==> config.mk <==
export PLATFORM = sky130hd
export DESIGN_NAME = am_insert_tx
export DESIGN_NICKNAME = d
export VERILOG_FILES = /design/src/rtl/am_insert_tx.sv
export SDC_FILE = /design/constraint.sdc
export NUM_CORES = 1
export LEC_CHECK = 0
export ABC_AREA = 0
export BUFFER_PORTS_ARGS = -buffer_cell sky130_fd_sc_hd__buf_2
export CORE_MARGIN = 10
export CORE_UTILIZATION = 51
export DETAILED_ROUTE_END_ITERATION = 6
export GPL_TIMING_DRIVEN = 0
export HOLD_SLACK_MARGIN = 0.15
export PLACE_DENSITY = 0.86
export SYNTH_ARGS = -nofsm -noshare
export SYNTH_HDL_FRONTEND = slang
export SYNTH_SLANG_ARGS = --single-unit
==> constraint.sdc <==
create_clock -name clk -period 3 [get_ports clk]
set_input_delay 0.45 -clock clk [delete_from_list [all_inputs] [get_ports clk]]
set_output_delay 0.45 -clock clk [all_outputs]
set_load 0.05 [all_outputs]
==> src/rtl/am_insert_tx.sv <==
// am_insert_tx -- periodic alignment-marker insertion for one lane of a
// 64b/66b transmit path.
//
// A slot counter walks 0..GAP_N. Slot 0 emits the lane's alignment marker
// unconditionally (upstream is stalled via ready_o). Slots 1..GAP_N pass
// upstream blocks through with one cycle of latency. An 8-bit bit-interleaved
// parity (BIP) accumulates over every emitted block, and each marker carries
// the running value (BIP3) and its complement (BIP7).

module am_insert_tx #(
    parameter int BLOCK_W = 66,
    parameter int LANE    = 0,
    parameter int GAP_N   = 16383
) (
    input  logic               clk,
    input  logic               nreset,
    input  logic               valid_i,
    input  logic [BLOCK_W-1:0] block_i,
    output logic               ready_o,
    output logic               valid_o,
    output logic [BLOCK_W-1:0] block_o,
    output logic               am_v_o
);

    localparam int CNT_W = $clog2(GAP_N + 1);
    localparam logic [CNT_W-1:0] CNT_LAST = CNT_W'(GAP_N);
    localparam logic [CNT_W-1:0] CNT_FIRST_DATA = CNT_W'(1);

    // Fixed marker bytes packed as {M6, M5, M4, M2, M1, M0}.
    localparam logic [47:0] AM_LANE =
        (LANE == 1) ? 48'h193B0F_E6C4F0 :
        (LANE == 2) ? 48'h649A3A_9B65C5 :
        (LANE == 3) ? 48'hC2865D_3D79A2 :
                      48'hB8896F_477690;

    logic [CNT_W-1:0]   cnt;
    logic [7:0]         bip_acc;
    logic [BLOCK_W-1:0] am_block;

    // Parity contribution of one block: payload bit 2+8k+j folds into BIP bit
    // j, and the two sync-header bits fold into BIP bits 3 and 4.
    function automatic logic [7:0] block_bip(input logic [BLOCK_W-1:0] b);
        logic [7:0] p;
        p = 8'h00;
        for (int k = 0; k < 8; k++) begin
            p = p ^ b[2 + 8*k +: 8];
        end
        p[3] = p[3] ^ b[0];
        p[4] = p[4] ^ b[1];
        return p;
    endfunction

    // Marker for the current slot: BIP3 is the accumulator as it stands,
    // BIP7 its complement, control sync header 2'b10.
    always_comb begin
        am_block = {~bip_acc, AM_LANE[47:24], bip_acc, AM_LANE[23:0], 2'b10};
    end

    // Upstream may only advance in data slots.
    assign ready_o = (cnt != '0);

    // Slot sequencing, output register and BIP accumulation.
    // NOTE: every register here, block_o included, is cleared by the async
    // reset so outputs read as zero while nreset is low; all updates use
    // non-blocking assignments so the accumulator and counter see the
    // pre-edge values of each other.
    always_ff @(posedge clk or negedge nreset) begin
        if (!nreset) begin
            cnt     <= '0;
            bip_acc <= 8'h00;
            valid_o <= 1'b0;
            am_v_o  <= 1'b0;
            block_o <= '0;
        end else if (cnt == '0) begin
            // Marker slot: emit marker, restart parity from the marker itself.
            block_o <= am_block;
            valid_o <= 1'b1;
            am_v_o  <= 1'b1;
            bip_acc <= block_bip(am_block);
            cnt     <= (GAP_N == 0) ? '0 : CNT_FIRST_DATA;
        end else if (valid_i) begin
            // Data slot with an accepted block: pass through unmodified.
            block_o <= block_i;
            valid_o <= 1'b1;
            am_v_o  <= 1'b0;
            bip_acc <= bip_acc ^ block_bip(block_i);
            cnt     <= (cnt == CNT_LAST) ? '0 : cnt + 1'b1;
        end else begin
            // Data slot without input: bubble, counter and parity hold.
            valid_o <= 1'b0;
            am_v_o  <= 1'b0;
        end
    end

endmodule

# == Word-level counts from Yosys, hierarchy flattened ==
# Index checks and enable logic that the tools add are counted.
# word_totals
ff_bits,90
inputBits,69
out_inout_bits,69
# classes
n_addsub,1
eq_ne,1
mux,10
bitwise,17
n_reduce_logical,3
# ops
cell,count
two-way mux 66 bit,2
XOR 8 bit,9
two-way mux 14 bit,3
two-way mux 8 bit,2
adder 14 x 1 -> 14 bit (second input constant),1
== test 14 bit (second input constant),1
logical NOT 14 bit,1
nonzero test 14 bit,1
NOT 8 bit,1
NOT 3 bit,2
NOT 6 bit,1
NOT 4 bit,1
two-way mux 1 bit,3
nonzero test 2 bit,1
XOR 1 bit,2
NOT 1 bit,1

# == Depth between registers and ports, before layout ==
# Gate-level depths: netlist of run 1.
# logic_depth
ltp_word,11
mapped_depth,7

# == Worst setup path before layout of run 1 ==
# OpenSTA, ideal clock, no wires.
# synth_path
kind,register -> output
startpoint,register cnt[0]
endpoint,output port ready_o
arrival_time_ns,1.505
required_time_ns,2.550
path_slack_ns,1.045
stages_incl_launch_ff,6
n_path_buf,1
path_cell_list,dfrtp_1 inv_1 ha_1 nor2b_1 nand4_4 buf_1
# synth_between
elab_chain_cells,1
# synth_rtl
element,line,rtl
"start, declared",36,logic [CNT_W-1:0] cnt;
"start signal, assigned",80,cnt <= (GAP_N == 0) ? '0 : CNT_FIRST_DATA;
"start signal, assigned",87,cnt <= (cnt == CNT_LAST) ? '0 : cnt + 1'b1;
nonzero test 14 bit,60,assign ready_o = (cnt != '0);
"end, declared",19,"output logic ready_o,"
# No other way between the ends.

# == Final worst setup path of run 1 ==
# Ends and elaborated chain as after synthesis.

==> results of run 1 <==
==> layout make-up <==
class / count / area (sq um)
fillers: 661 / 2846
clock buffers: 11 / 141.4
clock inverters: 4 / 76.32
inverters: 4 / 15.01
repair buffers: 138 / 720.7
well taps: 105 / 131.4
multi-input cells: 281 / 2024
plain buffers: 18 / 91.34
flip-flops and latches: 90 / 2252
==> metal layers <==
metal | global-route usage, % | vias to the layer above | share of wire (%)
li1 | - | 1621 | -
met1 | 22.17 | 1694 | 40
met2 | 31.64 | 135 | 48
met3 | 7.290 | 17 | 10
met4 | 6.514 | 0 | 1.9
met5 | 0 | - | 0
==> metrics by stage <==
step | utilization, % | power (mW) | cells
2_1_floorplan | - | 4.469 | 393
3_3_place_gp | 62.60 | 5.358 | 634
3_5_place_dp | 62.96 | 5.453 | 635
4_1_cts | 65.70 | 6.368 | 651
5_1_grt | 65.70 | 6.669 | 651
6_report | 65.70 | 6.319 | 651
==> tightest hold or removal path, delay by kind of cell <==
| kind | cells | cell delay, ns |
|---|---|---|
| multiplexers | 1 | 0.06 |
| AND/OR/NAND/NOR | 1 | 0.06 |
| buffers and inverters | 1 | 0.09 |
==> worst max-delay path by stage <==
stage / startpoint / to / slack, ns / depth (start not counted)
final: cnt[0] / ready_o / 0.21 / 6
after global routing: cnt[0] / ready_o / 0.09 / 6
after CTS: cnt[0] / ready_o / 0.22 / 6
after detailed placement: cnt[0] / ready_o / 0.63 / 6
after global placement: nreset / block_o[8] / 0.67 / 1
after floorplan: cnt[0] / ready_o / 1.04 / 5
==> power groups by stage <==
stage | combinational [mW] | sequential [mW] | clock (mW)
2_1_floorplan | 0.956 | 3.51 | 0
3_3_place_gp | 3.38 | 1.98 | 0
3_5_place_dp | 3.44 | 2.01 | 0
4_1_cts | 3.44 | 2.00 | 0.926
5_1_grt | 3.64 | 2.06 | 0.970
6_report | 3.41 | 2.00 | 0.913
==> cells by family (layout without fill, tap and decap cells) <==
kind of cell    count (synthesis)  count (layout)  share of synthesized area [%]
compound gates                 39              39                          5.167
buf+inv                        22             175                          2.426
fa+ha+maj                       2               2                         0.5708
mux                            67              67                          15.30
xor+xnor                       65              65                          13.62
flops                          90              90                          51.38
simple gates                  108             108                          11.53
==> cells in the final DEF, fill, tap and decap left out, drive strengths merged <==
master and n:
xnor3 2, a21boi 2, o21ai 10, nand4 7, dlygate4sd3 1, clkbuf 14, nor2 40, o211ai 1
o31ai 1, clkinvlp 1, nand3 5, clkinv 1, a211oi 1, xnor2 44, buf 152, bufinv 2
nor2b 1, nand2 41, mux2i 67, ha 2, o21bai 6, a31o 1, or3 7, xor2 19
nor3 4, dfrtp 90, inv 4, a21oi 17, and4 1, nor4 2
==> registers in the layout, indices dropped and copies added, names as in the netlist <==
name	count
am_v_o	1
block_o	66
bip_acc	8
valid_o	1
cnt	14
==> impl_metrics.yaml, run 1 <==
die:
  core_sq_mm: 0.008299
  die-area_sq_mm: 0.01270
  die_height_microns: 112.7
  ios: 138
  start_util_pct: 52.81
  die_x_microns: 112.7
  rows: 33
timing:
  rsz0062_at_grt: "false"
  final_hold_viol_count: 0
  slew_violations: 0
  timing.hold.ws_ns: 0.3272
  setup_viol: 0
  period_needed_ns: 2.785
  relSlewSlack_pct: 51.58
  fin_ws_ns: 0.2148
  fmax_ghz: 0.3590
  worstMarginPinSlew_ns: 0.7263
  period_share_pct: 92.84
  setup_tns_ns: 0
  skew_ns: 0.01876
clocking:
  cts_buffers: 9
  htreeDepth: 3
  path_clk_slew_ns: 0.09
  cts_tree: "built"
  cts-root-buf: "clkbuf_8"
  cts_resized: 0
  clock_latency_ns: 0.37
  clock_path_buffers: 2
  post_cts_buffers: 0
  cts_hold_buf: 1
  clkSinkCount: 90
finish:
  n_antenna_cell: 0
  design_area_sq_mm: 0.005453
  final_layout_size_suffix_gt1_share_pct: 31.14
  syn2layout_area_growth_pct: 24.41
  nets: 613
synthesis:
  syn-cell-area_sq_mm: 0.004383
  ys_seq_area_share_pct: 51.38
  synth_edf_count: 0
  synth_area_per_cell_sq_um: 11.15
  yosysUniqueCellTypes: 32
  syn_nets: 464
  async_flop_share_pct: 100.0
  synth_area_leaders: "dfrtp_1 (51%), mux2i_1 (15%), xnor2_1 (8.8%)"
  synth_top_flop_cell: "dfrtp_1"
  yosys_warnings: 0
  yosysTopAreaCell: "dfrtp_1"
  synth-seq-cells: 90
  postSynthCellCount: 393
  synth_most_common_cell: "dfrtp_1"
  netlist.area_leader.share_pct: 51.38
  synthTopCellsByCount: "dfrtp_1 (90), mux2i_1 (67), xnor2_1 (44)"
placement:
  globalplace.congestion: 0.8996
  hpwl_microns: 9388
  dpl_worst_slack_ns: 0.6329
  place_area_sq_mm: 0.005225
  port_buffers: 136
power_and_ir_drop:
  power_frac_seq_pct: 31.6
  peakVddDrop_mv: 0.7251
  p_sw_mw: 3.307
  p_per_area_mw_per_mm2: 1159
  power.leakage_nw: 2.718
  netSwitchingFraction_pct: 52.33
  combinationalPowerShare_pct: 53.9
  p_int_mw: 3.013
  pwr-share-clk_pct: 14.4
setup_path:
  r2r-end: "block_o[56]"
  worst-path-buf-inv: 3
  slowest_stage: "buf_1"
  end_kind: "primary output"
  r2r-start: "cnt[0]"
  timing.reg2reg.setup_slack_ns: 1.09
  path_cells: "inv_1 -> ha_1 -> nor2b_1 -> nand4_4 -> buf_1 -> buf_2"
  worst_ep_arrival_time_ns: 2.34
  start_kind: "flip-flop"
  r2r_cells: 7
  critical_path_class: "flip-flop to primary output"
  cp_max_fo: 10
  required_ns: 2.55
  crit_family: "buffers and inverters"
  critPathMaxStageDelay_ns: 0.58
drt:
  wl_microns: 12070
  drt-pass1-iter-count: 4
  drt_iter0_markers: 130
  wire_per_inst_microns: 18.54
  drc_errors: 0
  ant_nets: 0
  via_count: 3467
  via_per_inst: 5.326
hold_path:
  min_path_type: "primary input to flip-flop"
  whs_endpoint: "block_o[6]"
  hold_path_startpoint: "block_i[6]"
  whs_path_depth: 3
global_routing:
  gr-total-overflow: 0
  grt_usage_pct: 19.09
  antenna_found_initial: 0
  first_global_vias: 3818
  grt_pass1_wl_microns: 19710
  grt_max_degree: 51
run_status:
  status: "complete, no violations"
run:
  max_cap_violations: 0
No activity file was read; power rests on OpenSTA's default activity.
==> inputs of run 2 (changes only) <==
CORE_ASPECT_RATIO = 0.5   (was not set)
RECOVER_POWER = 50   (was not set)
==> run 2 against run 1 <==
Against the previous run: clock power grew 28%; setup slack gained 0.090 ns; global-route usage grew 0.38 points; critical path depth is the same; core utilization grew 1.7 points; sequential power is essentially flat; hold slack gained 0.030 ns; sequential share of layout area shrank 0.41 points; critical endpoint unchanged; flip-flop and latch count is the same; die area grew 1.8%; fmax grew 3.3%.
==> impl_metrics.yaml, run 2 (same netlist as run 1, synthesis figures left out) <==
finish:
  design_area_sq_mm: 0.005508
  n_antenna_cell: 0
  regMostFlops: "block_o"
  layout_commonest_cell: "buf_2"
  largestRegisters: "block_o x66, cnt x14, bip_acc x8"
  final_layout_size_suffix_gt1_share_pct: 25.41
  layout_common_cells: "buf_2 (116), dfrtp_1 (90), mux2i_1 (67)"
  multi_input_area_sq_mm: 0.002024
  nFillCells: 624
  stdcell_count: 659
  syn2layout_area_growth_pct: 25.66
  largest_register_ffs: 66
  regArea_sq_mm: 0.002252
  nets: 613
placement:
  globalplace.congestion: 0.8235
  hpwl_microns: 9513
  port_buffers: 136
  place_area_sq_mm: 0.005234
  dpl_worst_slack_ns: 0.6992
  dp.cells: 642
die:
  die_height_microns: 85.55
  core_sq_mm: 0.008173
  rows: 23
  ios: 138
  die-area_sq_mm: 0.01293
  start_util_pct: 53.63
  die_x_microns: 151.1
setup_path:
  r2r_cells: 7
  end_kind: "primary output"
  critical_path_class: "flip-flop to primary output"
  critPathMaxStageDelay_ns: 0.50
  timing.reg2reg.setup_slack_ns: 1.06
  cp_max_fo: 10
  start_kind: "flip-flop"
  path_cells: "inv_1 -> ha_1 -> nor2b_1 -> nand4_4 -> buf_1 -> buf_2"
  worst_ep_arrival_time_ns: 2.25
  required_ns: 2.55
  slowest_stage: "buf_1"
clocking:
  post_cts_buffers: 0
  clock_latency_ns: 0.34
  cts_tree: "built"
  clkSinkCount: 90
  cts_hold_buf: 1
  cts-root-buf: "clkbuf_16"
  clock_path_buffers: 2
  path_clk_slew_ns: 0.07
  cts_buffers: 9
  htreeDepth: 3
  cts_resized: 0
power_and_ir_drop:
  peakVddDrop_mv: 0.7381
  power.leakage_nw: 2.665
  p_per_area_mw_per_mm2: 1190
timing:
  slew_violations: 0
  setup_viol: 0
  rsz0062_at_grt: "false"
  worstMarginPinSlew_ns: 1.112
  setup_tns_ns: 0
  skew_ns: 0.007811
  final_hold_viol_count: 0
  timing.hold.ws_ns: 0.3575
  period_needed_ns: 2.696
  period_share_pct: 89.85
  relSlewSlack_pct: 25.85
  fin_ws_ns: 0.3045
  fmax_ghz: 0.3710
drt:
  via_per_inst: 5.338
  drt_iter0_markers: 307
  wire_per_inst_microns: 19.17
  ant_nets: 0
  drt-pass1-iter-count: 4
  wl_microns: 12630
  via_count: 3518
  drc_errors: 0
run:
  max_cap_violations: 0
global_routing:
  gr-total-overflow: 0
  antenna_found_initial: 0
  grt_pass1_wl_microns: 19930
  grt_usage_pct: 19.48
  first_global_vias: 3876
  grt_max_degree: 49
run_status:
  status: "complete, no violations"
hold_path:
  min_path_type: "primary input to flip-flop"
  whs_path_depth: 3
==> run 2: changes by cell type in the layout (fill, tap and decap cells not counted) <==
cell,delta
buf_2,-32
buf_4,-1
bufinv_16,-1
clkbuf_1,+32
clkbuf_16,+9
clkbuf_2,+1
clkbuf_8,-8
clkinv_2,+1
clkinv_4,-1
clkinvlp_4,+1
==> run 2: worst max-delay path, delay by kind of cell, from the launching register on <==
kind | cells | cell delay [ns]
flip-flops | 1 | 0.41
AND/OR/NAND/NOR | 2 | 0.31
buffers and inverters | 3 | 0.98
adder cells (fa/ha/maj) | 1 | 0.20
==> run 2: layout make-up <==
class | count | share of cell area, %
Timing Repair Buffer | 138 | 12.34
Multi-Input combinational cell | 281 | 36.76
Buffer | 18 | 1.636
Tap cell | 112 | 2.544
Inverter | 4 | 0.2726
Clock buffer | 12 | 4.657
Clock inverter | 4 | 0.9087
Sequential cell | 90 | 40.89
==> run 2: path summary, 6_finish.rpt <==
| kind | from | end |
|---|---|---|
| max | cnt[0] | ready_o |
| min | block_i[11] | block_o[11] |
| max reg2reg | cnt[0] | block_o[44] |
| min reg2reg | block_o[6] | block_o[6] |
| max in group asynchronous | nreset | bip_acc[2] |
| min in group asynchronous | nreset | block_o[1] |
==> run 2: where the power goes <==
part / internal (mW) / switching (mW)
Clock: 0.690 / 0.476
Sequential: 1.72 / 0.290
Combinational: 0.751 / 2.62
==> run 2: metrics by stage <==
stage	util [%]	power, mW
after floorplan	-	4.469
after global placement	63.67	5.346
after detailed placement	64.04	5.451
after CTS	67.91	6.628
after global routing	67.39	6.858
final	67.39	6.552
==> run 2: metal layers <==
layer | up-vias | wire, microns | GRT usage, %
li1 | 1626 | - | -
met1 | 1750 | 4815 | 21.52
met2 | 115 | 6734 | 35.21
met3 | 27 | 791 | 5.556
met4 | 0 | 288 | 6.950
met5 | - | 0 | 0
